$ cat src/rtl/mem_access_unit_if.sv
// -----------------------------------------------------------------------------
// mem_access_unit_if
// Memory-side bus of the multicycle CPU's access unit.
//   mem_cmd    2   00 none, 01 read, 10 write
//   mem_addr   AW  access address
//   mem_wdata  DW  store data
//   mem_rdata  DW  read data returned by the memory
//   mem_ready  1   memory completes the current access this cycle
// Modports: master = access unit, slave = RAM / IO decode.
// -----------------------------------------------------------------------------
interface mem_access_unit_if #(
    parameter int AW = 9,
    parameter int DW = 16
);
    logic [1:0]    mem_cmd;
    logic [AW-1:0] mem_addr;
    logic [DW-1:0] mem_wdata;
    logic [DW-1:0] mem_rdata;
    logic          mem_ready;

    modport master (
        output mem_cmd, mem_addr, mem_wdata,
        input  mem_rdata, mem_ready
    );

    modport slave (
        input  mem_cmd, mem_addr, mem_wdata,
        output mem_rdata, mem_ready
    );
endinterface

$ cat src/rtl/mem_access_unit.sv
// -----------------------------------------------------------------------------
// mem_access_unit
// Owns the PC, data-address (da) and store-data (sd) registers, issues memory
// commands and waits on a variable-latency memory, aborting after MAX_WAIT
// wait cycles.
//   clk, reset        clock, asynchronous active-low reset
//   fetch_req         fetch from PC (IDLE only)
//   ldst_req/_write   data access, 1 = store (IDLE only); addr_in/wr_data latched
//   pc_load/_mode/_val  PC update, 0 = relative, 1 = absolute (IDLE only)
//   mem               memory bus (master side)
//   instr, ldata      last fetched instruction / loaded data
//   pc                current PC
//   busy, done, err   not idle / one-cycle completion pulse / sticky timeout
// -----------------------------------------------------------------------------
module mem_access_unit #(
    parameter int            AW       = 9,
    parameter int            DW       = 16,
    parameter logic [AW-1:0] RESET_PC = '0,
    parameter int            MAX_WAIT = 15
) (
    input  logic                 clk,
    input  logic                 reset,
    input  logic                 fetch_req,
    input  logic                 ldst_req,
    input  logic                 ldst_write,
    input  logic [AW-1:0]        addr_in,
    input  logic [DW-1:0]        wr_data,
    input  logic                 pc_load,
    input  logic                 pc_mode,
    input  logic [DW-1:0]        pc_val,
    mem_access_unit_if.master    mem,
    output logic [DW-1:0]        instr,
    output logic [DW-1:0]        ldata,
    output logic [AW-1:0]        pc,
    output logic                 busy,
    output logic                 done,
    output logic                 err
);
    localparam int WW = (MAX_WAIT < 1) ? 1 : $clog2(MAX_WAIT + 1);

    typedef enum logic [1:0] {IDLE, FETCH, LOAD, STORE} state_t;

    state_t        state, state_nx;
    logic [WW-1:0] wcnt;
    logic [AW-1:0] da;
    logic [DW-1:0] sd;
    logic [AW-1:0] pc_idle;
    logic          timed_out;
    logic [1:0]    cmd;
    logic [AW-1:0] addr;

    // Only the low AW bits of pc_val take part in either PC mode.
    logic unused_pc_val_hi;
    assign unused_pc_val_hi = ^pc_val[DW-1:AW];

    // NOTE: state registers use non-blocking assignments so every flop
    // samples the pre-edge values regardless of statement order.
    always_ff @(posedge clk or negedge reset) begin
        if (!reset) state <= IDLE;
        else        state <= state_nx;
    end

    // NOTE: every output of this block gets a default first, so no path
    // leaves a variable unassigned and no latch is inferred.
    always_comb begin
        state_nx  = state;
        cmd       = 2'b00;
        addr      = '0;
        timed_out = !mem.mem_ready && (wcnt == WW'(MAX_WAIT));
        // PC after a possible pc_load; a fetch accepted on the same edge
        // therefore reads from the updated PC.
        pc_idle   = pc;
        if (pc_load) pc_idle = pc_mode ? pc_val[AW-1:0] : pc + pc_val[AW-1:0];

        unique case (state)
            IDLE: begin
                // ldst wins over fetch; a losing fetch is simply dropped.
                if (ldst_req)       state_nx = ldst_write ? STORE : LOAD;
                else if (fetch_req) state_nx = FETCH;
            end
            FETCH: begin
                cmd  = 2'b01;
                addr = pc;
                if (mem.mem_ready || timed_out) state_nx = IDLE;
            end
            LOAD: begin
                cmd  = 2'b01;
                addr = da;
                if (mem.mem_ready || timed_out) state_nx = IDLE;
            end
            STORE: begin
                cmd  = 2'b10;
                addr = da;
                if (mem.mem_ready || timed_out) state_nx = IDLE;
            end
            default: state_nx = IDLE;
        endcase
    end

    // Bus outputs decode from the state register, so an asynchronous reset
    // drops mem_cmd to 00 immediately.
    assign mem.mem_cmd   = cmd;
    assign mem.mem_addr  = addr;
    assign mem.mem_wdata = sd;
    assign busy          = (state != IDLE);

    always_ff @(posedge clk or negedge reset) begin
        if (!reset) begin
            pc    <= RESET_PC;
            instr <= '0;
            ldata <= '0;
            da    <= '0;
            sd    <= '0;
            wcnt  <= '0;
            done  <= 1'b0;
            err   <= 1'b0;
        end else begin
            done <= 1'b0;
            if (state == IDLE) begin
                pc   <= pc_idle;
                wcnt <= '0;   // every access state is entered from IDLE
                if (ldst_req) begin
                    da <= addr_in;
                    sd <= wr_data;
                end
            end else if (mem.mem_ready) begin
                done <= 1'b1;
                if (state == FETCH) begin
                    instr <= mem.mem_rdata;
                    pc    <= pc + AW'(1);
                end
                if (state == LOAD) ldata <= mem.mem_rdata;
            end else if (timed_out) begin
                // Abort: flag and report, architectural state untouched.
                done <= 1'b1;
                err  <= 1'b1;
            end else begin
                wcnt <= wcnt + WW'(1);
            end
        end
    end
endmodule

$ cat src/flat_wrapper.sv
// flat-port wrapper written by rule: the top's interface ports become plain ports
module mem_access_unit_flat 
#(
    parameter int            AW       = 9,
    parameter int            DW       = 16,
    parameter logic [AW-1:0] RESET_PC = '0,
    parameter int            MAX_WAIT = 15
)
  (clk, reset, fetch_req, ldst_req, ldst_write, addr_in, wr_data, pc_load, pc_mode, pc_val, instr, ldata, pc, busy, done, err, mem_mem_cmd, mem_mem_addr, mem_mem_wdata, mem_mem_rdata, mem_mem_ready);
  mem_access_unit_if #(.AW(AW), .DW(DW)) mem_i ();
  input  logic clk;
  input  logic reset;
  input  logic fetch_req;
  input  logic ldst_req;
  input  logic ldst_write;
  input  logic [AW-1:0] addr_in;
  input  logic [DW-1:0] wr_data;
  input  logic pc_load;
  input  logic pc_mode;
  input  logic [DW-1:0] pc_val;
  output logic [DW-1:0] instr;
  output logic [DW-1:0] ldata;
  output logic [AW-1:0] pc;
  output logic busy;
  output logic done;
  output logic err;
  output wire logic [$bits(mem_i.mem_cmd)-1:0] mem_mem_cmd;
  output wire logic [$bits(mem_i.mem_addr)-1:0] mem_mem_addr;
  output wire logic [$bits(mem_i.mem_wdata)-1:0] mem_mem_wdata;
  input wire logic [$bits(mem_i.mem_rdata)-1:0] mem_mem_rdata;
  input wire logic [$bits(mem_i.mem_ready)-1:0] mem_mem_ready;
  assign mem_mem_cmd = mem_i.mem_cmd;
  assign mem_mem_addr = mem_i.mem_addr;
  assign mem_mem_wdata = mem_i.mem_wdata;
  assign mem_i.mem_rdata = mem_mem_rdata;
  assign mem_i.mem_ready = mem_mem_ready;
  mem_access_unit #(.AW(AW), .DW(DW), .RESET_PC(RESET_PC), .MAX_WAIT(MAX_WAIT)) u_core (.clk(clk), .reset(reset), .fetch_req(fetch_req), .ldst_req(ldst_req), .ldst_write(ldst_write), .addr_in(addr_in), .wr_data(wr_data), .pc_load(pc_load), .pc_mode(pc_mode), .pc_val(pc_val), .mem(mem_i), .instr(instr), .ldata(ldata), .pc(pc), .busy(busy), .done(done), .err(err));
endmodule
$ cat config.mk
export PLATFORM = sky130hd
export DESIGN_NAME = mem_access_unit_flat
export DESIGN_NICKNAME = d
export VERILOG_FILES = /design/src/rtl/mem_access_unit_if.sv /design/src/rtl/mem_access_unit.sv /design/src/flat_wrapper.sv
export SDC_FILE = /design/constraint.sdc
export NUM_CORES = 1
export LEC_CHECK = 0
export CORE_AREA = 2 2 113 115
export CTS_CLUSTER_DIAMETER = 40
export DETAILED_ROUTE_END_ITERATION = 6
export DIE_AREA = 0 0 115 117
export PLACE_DENSITY = 0.58
export SETUP_SLACK_MARGIN = 0.4
export SLEW_MARGIN = 20
export SYNTH_ARGS = -nofsm -noshare
export SYNTH_HDL_FRONTEND = slang
export SYNTH_SLANG_ARGS = --single-unit
export TNS_END_PERCENT = 100
$ cat constraint.sdc
create_clock -name clk -period 2.9 [get_ports clk]
set_input_delay 0.29 -clock clk [delete_from_list [all_inputs] [get_ports clk]]
set_output_delay 0.29 -clock clk [all_outputs]
set_load 0.03 [all_outputs]
* After elaboration in Yosys (flattened, before gate mapping) *
Index checks and enable logic that the tools add are counted.

word-level totals
  bits in registers = 74
  input bits = 65
  word-level logic and storage cells = 58

cells by class
  $add $sub $neg = 3
  equality and inequality tests = 9
  mux-type cells = 18
  bitwise gates (word level) = 2
  reductions and logical operators = 17

operators with widths
  cell                                                   count
  2-to-1 mux 9 bit                                       5
  one-hot mux 9 bit (2 select lines)                     1
  2-to-1 mux 4 bit                                       3
  AND reduction 3 bit                                    4
  adder 9 x 1 -> 9 bit, second input constant            1
  adder 9 bit                                            1
  one-hot mux 2 bit (2 select lines)                     2
  2-to-1 mux 2 bit                                       3
  AND reduction 2 bit                                    3
  nonzero test 2 bit                                     3
  adder 4 x 1 -> 4 bit, second input constant            1
  equality test 2 bit, second input constant             2
  equality test 4 bit, second input constant             1
  2-to-1 mux 1 bit                                       4
  inequality test 2 x 1 -> 1 bit, second input constant  2
  inequality test 2 bit, second input constant           2
  OR reduction 2 bit                                     2
  inequality test 3 bit, second input constant           1
  OR reduction 3 bit                                     1
  equality test 2 x 1 -> 1 bit, second input constant    1
  logical NOT 2 bit                                      1
  inverter 1 bit                                         2
  logical AND 1 bit                                      1
  logical NOT 1 bit                                      1
  logical OR 1 bit                                       1

* Logic depth before layout (Yosys ltp) *
Gate-level depths: netlist (run 1).

  depth in word-level cells = 5
  depth in mapped cells = 9

* Worst setup path after synthesis (run 1) *
Ideal clock, no wire load.

  path type = reg-to-reg
  from = register u_core.pc[0]
  to = register u_core.pc[8]
  setup time = 0.131 ns
  data arrival time = 2.259 ns
  data required time = 2.769 ns
  setup slack = 0.509 ns
  cell stages (with the launch flop) = 9
  path buffers = 0
  clock period less this slack = 2.391 ns
  cells stage by stage = dfrtp_1 ha_1 inv_1 fa_1 nand2b_1 a211oi_1 o21ai_0 and4b_1 or3_1

on the way
  longest elaborated chain between the ends = 4

RTL lines
  what                                                 line                                           RTL
  from (decl)                                          mem_access_unit.sv:34                          output logic [AW-1:0] pc,
  from (signal assigned)                               mem_access_unit.sv:120                         pc <= pc_idle;
  from (signal assigned)                               mem_access_unit.sv:130                         pc <= pc + AW'(1);
  adder 9 x 1 -> 9 bit or adder 9 bit (tied branches)  mem_access_unit.sv:130, mem_access_unit.sv:73
  2-to-1 mux 9 bit, on equally long branches           mem_access_unit.sv:128, mem_access_unit.sv:73
  2-to-1 mux 9 bit, on equally long branches           mem_access_unit.sv:126, mem_access_unit.sv:73
  2-to-1 mux 9 bit *                                   mem_access_unit.sv:119                         if (state == IDLE) begin

Mark *: on every way between the ends. The rest lies on a longest branch, timed or not. The select of a mux whose other input is x is not followed.
A chain may end at the register's enable or synchronous reset.

* Worst setup path after layout (run 1) *
  from = input pc_val[0]
  to = register u_core.pc[8]

on the way
  longest elaborated chain between the ends = 4

RTL lines
  what                            line                    RTL
  from (decl)                     flat_wrapper.sv:20      input logic [DW-1:0] pc_val;
  adder 9 bit                     mem_access_unit.sv:73   if (pc_load) pc_idle = pc_mode ? pc_val[AW-1:0] : pc + pc_val[AW-1:0];
  2-to-1 mux 9 bit (2 in series)  mem_access_unit.sv:73
  2-to-1 mux 9 bit                mem_access_unit.sv:119

No other way between the ends. The select of a mux whose other input is x is not followed.

==> impl_metrics.py, run 1 <==
metrics = {
    "power_and_ir_drop": {
        "vdd_ir_drop_max_mv": 0.446,
        "cellLeakagePower_nw": 2.33,
        "finalPower_mw": 6.66,
        "powerDensity_nw_per_um2": 1230,
    },
    "worst_setup_path": {
        "cp_cell_sequence": "clkdlybuf4s50_1 > ha_1 > inv_1 > fa_1 > nand2b_1 > a211oi_1 > o21ai_0 > and4b_1 > or3_1",
        "critPathLaunch": "pc_val[0]",
        "cp.arrival_ns": 2.56,
        "reg2regPathDepth": 8,
        "cp.required_ns": 3.11,
        "rr_startpoint": "u_core.pc[0]",
        "critPathMaxFanout": 2,
        "cp-end-kind": "register",
        "rrSetupSlack_ns": 0.55,
        "critPathLaunchType": "input pin",
        "slowest_stage": "clkdlybuf4s50_1",
        "slowest_delay_ns": 0.48,
        "critPathKind": "in2reg",
        "r2r_end": "u_core.pc[8]",
        "crit_path_end": "u_core.pc[8]",
    },
    "clock_network": {
        "htree_num_levels": 3,
        "cts.path.max_buffers": 2,
        "cts_sinks": 74,
        "insertion_delay_ns": 0.33,
        "cts_tree": "done",
        "clk_pin_slew_ns": 0.06,
        "cts_buffers": 9,
        "holdBufCountCts": 0,
        "clockRootBuffer": "clkbuf_16",
    },
    "sta": {
        "setup-tns-final_ns": 0,
        "fin_crit_ns": 2.35,
        "slew_headroom_pct": 36.5,
        "rsz0062_at_grt": "yes",
        "tightest_slew_ns": 0.953,
        "finalSetupViolations": 0,
        "holdWs_ns": 0.118,
        "hold_viol": 0,
        "fmax_mhz": 425,
        "fin_crit_sh_pct": 81.2,
        "slew_violations": 0,
        "clock_skew_ns": 0.00742,
    },
    "logic_synthesis": {
        "syn_inst": 303,
        "synth_top_family_by_area": "multiplexers",
        "synthMuxAreaShare_pct": 19.9,
        "yosys.area.top_type": "dfrtp_1",
        "ys_seq_elements": 74,
        "syn_area_per_cell_um2": 12.0,
        "synthAdderAreaFrac_pct": 5.73,
        "synth-main-ff-cell": "dfrtp_1",
        "yosys.area.top_type_share_pct": 51.1,
        "syn_area_um2": 3630,
        "synth_edf_count": 0,
        "seq_area_frac_synth_pct": 51.1,
        "synth_compound_area_share_pct": 11.7,
        "ys_top_cells_by_count": "dfrtp_1 (74), mux2_2 (58), nor2_1 (23)",
        "synth-xor-area-share_pct": 1.21,
        "synth.most_common_cell": "dfrtp_1",
        "synth_cell_types": 45,
        "syn-num-nets": 384,
        "yosysWarningCount": 0,
        "synthTopCellsByArea": "dfrtp_1 (51%), mux2_2 (18%), ha_1 (5.2%)",
        "postSynth.asyncResetShare_pct": 100,
        "synth-simple-area-share_pct": 7.83,
    },
    "floorplanning": {
        "die_h_um": 117,
        "initial_core_util_pct": 29.5,
        "ioPinCount": 136,
        "die_area_um2": 13500,
        "core-area_um2": 12300,
        "row_count": 41,
        "fp.dieW_um": 115,
    },
    "grt": {
        "antenna_found_initial": 0,
        "grt_pass1_vias": 3063,
        "grt_use_total_pct": 14.2,
        "grt_max_degree": 75,
        "grt.overflow.total": 0,
        "grt_pass1_wl_mm": 14.9,
    },
    "routing": {
        "dr_total_vias": 2973,
        "postRouteAntennaNets": 0,
        "drcViolationCount": 0,
        "wl_per_cell_um": 15.8,
        "first_pass_iters": 4,
        "vias_per_cell": 5.03,
        "drt-total-wl_mm": 9.33,
        "drt_iter0_drc": 126,
    },
    "cells_and_area": {
        "syn2layout_area_growth_pct": 48.8,
        "fillers": 1188,
        "diodes": 0,
        "nets": 517,
        "design_area_um2": 5400,
        "drive_gt1_share_pct": 20.0,
    },
    "place": {
        "placed_area_um2": 5090,
        "io_buffers": 128,
        "place_congestion": 0.841,
        "dpl.hpwl_mm": 6.82,
    },
    "job": {
        "drv_cap": 0,
    },
    "status": {
        "status": "finished, final reports clean",
    },
    "min_path": {
        "hold_path_class": "in2async",
    },
}
## critical path: cells and delay by family
family	cells	cell delay (ns)
simple gates	3	0.71
fa+ha+maj	2	0.56
buf+inv	2	0.54
compound gates	2	0.46
## sequential cells by signal (all words and copies together) (netlist names)
signal,flops
u_core.da,9
u_core.done,1
u_core.err,1
u_core.instr,16
u_core.ldata,16
u_core.mem.mem_wdata,16
u_core.pc,9
u_core.state,2
u_core.wcnt,4
## where the power goes
group / leakage (nW) / internal [mW] / switching [mW] / total (mW)
clock network: 0.156 / 0.751 / 0.432 / 1.18
registers: 0.886 / 1.53 / 0.338 / 1.87
logic: 1.29 / 1.62 / 1.99 / 3.60
total: 2.33 / 3.90 / 2.76 / 6.66
## timing repair
item | CTS | global route
pin swaps | 0 | 0
setup endpoints to repair | 9 | 7
buffers inserted | 0 | 0
resized for setup | 9 | 3
## per-stage QoR
step | util [%] | setup WS (ns) | instances
after floorplan | - | 0.509 | 303
after global placement | 41.3 | 0.203 | 575
after detailed placement | 41.3 | 0.189 | 575
after CTS | 43.8 | 0.460 | 591
after global routing | 43.9 | 0.401 | 591
final | 43.9 | 0.546 | 591
## routing by layer
metal	vias up	global-route usage, %	wire (um)
li1	1380	-	-
met1	1490	17.3	4130
met2	97	23.5	4400
met3	6	5.66	730
met4	0	4.10	81
met5	-	0	0
## layout by cell type, fill, tap and decap left out, types with 3 or more instances in the layout
master,count
clkdlybuf4s50_1,117
dfrtp_1,72
mux2_2,58
nor2_1,23
o21ai_0,15
ha_1,15
nand2_1,13
a22oi_1,10
clkbuf_16,9
buf_4,9
dlygate4sd2_1,9
a21oi_1,8
inv_1,7
mux2i_1,7
a21o_1,5
nor3_1,4
a211oi_1,4
a31oi_1,3
xnor2_1,3
nand3_1,3
a32oi_1,3
o211ai_1,3
clkinv_2,3
## cell families (layout without fill, tap and decap cells)
family / after synthesis / count (layout)
simple gates: 59 / 59
mux: 65 / 65
buf+inv: 21 / 159
compound gates: 63 / 63
flops: 74 / 74
fa+ha+maj: 16 / 16
xor+xnor: 5 / 5
## layout make-up
class,instances,area [um^2],share of cell area (%)
clock buffers,9,225,4.17
multi-input cells,208,1680,31.2
repair buffers,136,1330,24.6
flip-flops and latches,74,1850,34.3
well taps,150,188,3.48
clock inverters,7,91.3,1.69
inverters,7,26.3,0.487
## how the worst min path moves through the flow
stage,from,to,slack [ns],depth (start not counted)
2_1_floorplan,reset,u_core.da[0],-0.006,0
3_3_place_gp,u_core.err,u_core.err,0.47,1
3_5_place_dp,u_core.err,u_core.err,0.47,1
4_1_cts,reset,u_core.instr[2],0.16,1
5_1_grt,reset,u_core.ldata[0],0.20,1
6_report,reset,u_core.ldata[0],0.12,1
Note: power is estimated with default switching activity, not from simulation.
==> inputs of run 2 (changes only) <==
PLACE_DENSITY = 0.6   (was 0.58)
clock period = 2.1 ns   (was 2.9 ns; I/O delays follow)
==> impl_metrics.py, run 2 (synthesis results as in run 1) <==
metrics = {
    "routing": {
        "drt_iter0_drc": 123,
        "dr_total_vias": 3172,
        "wl_per_cell_um": 16.7,
        "postRouteAntennaNets": 0,
        "drcViolationCount": 0,
        "first_pass_iters": 4,
        "vias_per_cell": 4.78,
        "drt-total-wl_mm": 11.1,
    },
    "power_and_ir_drop": {
        "comb_power_share_pct": 64.1,
        "finalPower_mw": 11.5,
        "p_int_mw": 6.92,
        "swShare_pct": 39.9,
        "cellLeakagePower_nw": 3.02,
        "seqPwrFrac_pct": 22.6,
        "powerDensity_nw_per_um2": 1720,
        "vdd_ir_drop_max_mv": 0.866,
        "switchingPower_mw": 4.59,
        "clock_power_share_pct": 13.4,
    },
    "clock_network": {
        "insertion_delay_ns": 0.33,
        "cts_tree": "done",
        "cts_sinks": 74,
        "clk_pin_slew_ns": 0.06,
        "htree_num_levels": 3,
        "cts.path.max_buffers": 2,
        "cts_buffers": 9,
        "clockRootBuffer": "clkbuf_16",
    },
    "place": {
        "placed_area_um2": 5620,
        "io_buffers": 128,
        "dp_cells": 611,
        "place_congestion": 0.813,
        "dpl.hpwl_mm": 7.47,
    },
    "sta": {
        "fin_crit_ns": 2.02,
        "clock_skew_ns": 0.00642,
        "hold_viol": 0,
        "slew_violations": 0,
        "finalSetupViolations": 0,
        "holdWs_ns": 0.372,
        "slew_headroom_pct": 62.5,
        "fmax_mhz": 496,
        "fin_crit_sh_pct": 96.0,
        "rsz0062_at_grt": "yes",
        "tightest_slew_ns": 0.559,
    },
    "grt": {
        "antenna_found_initial": 0,
        "grt_pass1_wl_mm": 17.4,
        "grt_use_total_pct": 16.8,
        "grt_pass1_vias": 3391,
        "grt_max_degree": 34,
        "grt.overflow.total": 0,
    },
    "worst_setup_path": {
        "cp.required_ns": 2.31,
        "crit_top_cell": "or3_1",
        "cp-end-kind": "register",
        "cp.arrival_ns": 2.23,
        "critPathLaunchType": "register",
        "slowest_stage": "dfrtp_2",
        "cp_top_family": "simple AND/OR/NAND/NOR gates",
        "cp_cell_sequence": "ha_4 > inv_2 > fa_2 > nand2b_4 > a211oi_2 > or3_1 > and4b_1 > or3_1",
        "critPathKind": "reg2reg",
        "slowest_delay_ns": 0.42,
        "critPathMaxFanout": 2,
        "cp_num_buf_inv": 1,
    },
    "cells_and_area": {
        "syn2layout_area_growth_pct": 84.5,
        "nets": 589,
        "layout_commonest_cell": "clkdlybuf4s50_1",
        "drive_gt1_share_pct": 43.9,
        "diodes": 0,
        "finalNonFillerCells": 663,
        "post-route-util_pct": 54.3,
        "design_area_um2": 6690,
        "mostFrequentLayoutCells": "clkdlybuf4s50_1 (106), dfrtp_1 (64), buf_4 (54)",
    },
    "floorplanning": {
        "core-area_um2": 12300,
        "ioPinCount": 136,
        "initial_core_util_pct": 29.5,
        "row_count": 41,
        "die_area_um2": 13500,
        "fp.dieW_um": 115,
        "die_h_um": 117,
    },
    "job": {
        "drv_cap": 0,
    },
    "min_path": {
        "hold_path_class": "in2async",
    },
    "status": {
        "status": "finished, final reports clean",
    },
}
## run 2: routing by layer
layer	vias to the layer above	track usage, %	part of all wire [%]
met5	-	0	0
met4	0	3.13	0.58
met3	5	5.87	5.0
met2	74	29.2	51
met1	1576	20.5	43
li1	1517	-	-
## run 2: through the flow
stage / setup WS [ns] / TNS, ns
finish: 0.0837 / 0
global route: 0.0307 / 0
CTS: 0.0863 / 0
detailed placement: -0.279 / -0.796
global placement: -0.207 / -0.605
floorplan: -0.0563 / -0.0563
## run 2: power by group through the flow
stage                     clock network, mW  registers [mW]  logic [mW]
after floorplan                           0            3.66        2.44
after global placement                    0            2.53        5.88
after detailed placement                  0            2.56        5.94
after CTS                              1.60            2.57        7.12
after global routing                   1.65            2.68        7.79
final                                  1.54            2.60        7.38
## run 2: area by class of cell
cell class                      count  area [um^2]
Multi-Input combinational cell    208         2210
Timing Repair Buffer              208         2100
Clock inverter                      6         65.1
Tap cell                          150          188
Sequential cell                    74         1860
Inverter                            7         35.0
Clock buffer                       10          229
Fill cell                        1047         5620
## run 2: repair_timing
item                       4_1_cts  5_1_grt
gates resized for setup        155       32
setup buffers                   24        6
gates cloned                     5        0
pin swaps                       19       17
setup endpoints to repair       88       80
hold buffers                     1        0
hold endpoints to repair        31        0
## run 2: worst register-to-register path, stage by stage, from the launching register on
cell      delay, ns
dfrtp_2        0.42
ha_4           0.17
inv_2          0.04
fa_2           0.19
nand2b_4       0.13
a211oi_2       0.06
or3_1          0.37
and4b_1        0.20
or3_1          0.31
## run 2: worst paths after layout
kind	startpoint	slack [ns]	cells after the start	to
setup / recovery	u_core.pc[0]	0.08	8	u_core.pc[8]
hold / removal	reset	0.37	2	u_core.ldata[5]
setup reg to reg	u_core.pc[0]	0.08	8	u_core.pc[8]
hold reg to reg	u_core.err	0.48	1	u_core.err
max in group asynchronous	reset	0.98	3	u_core.ldata[7]
min in group clk	ldst_write	0.47	3	u_core.state[0]
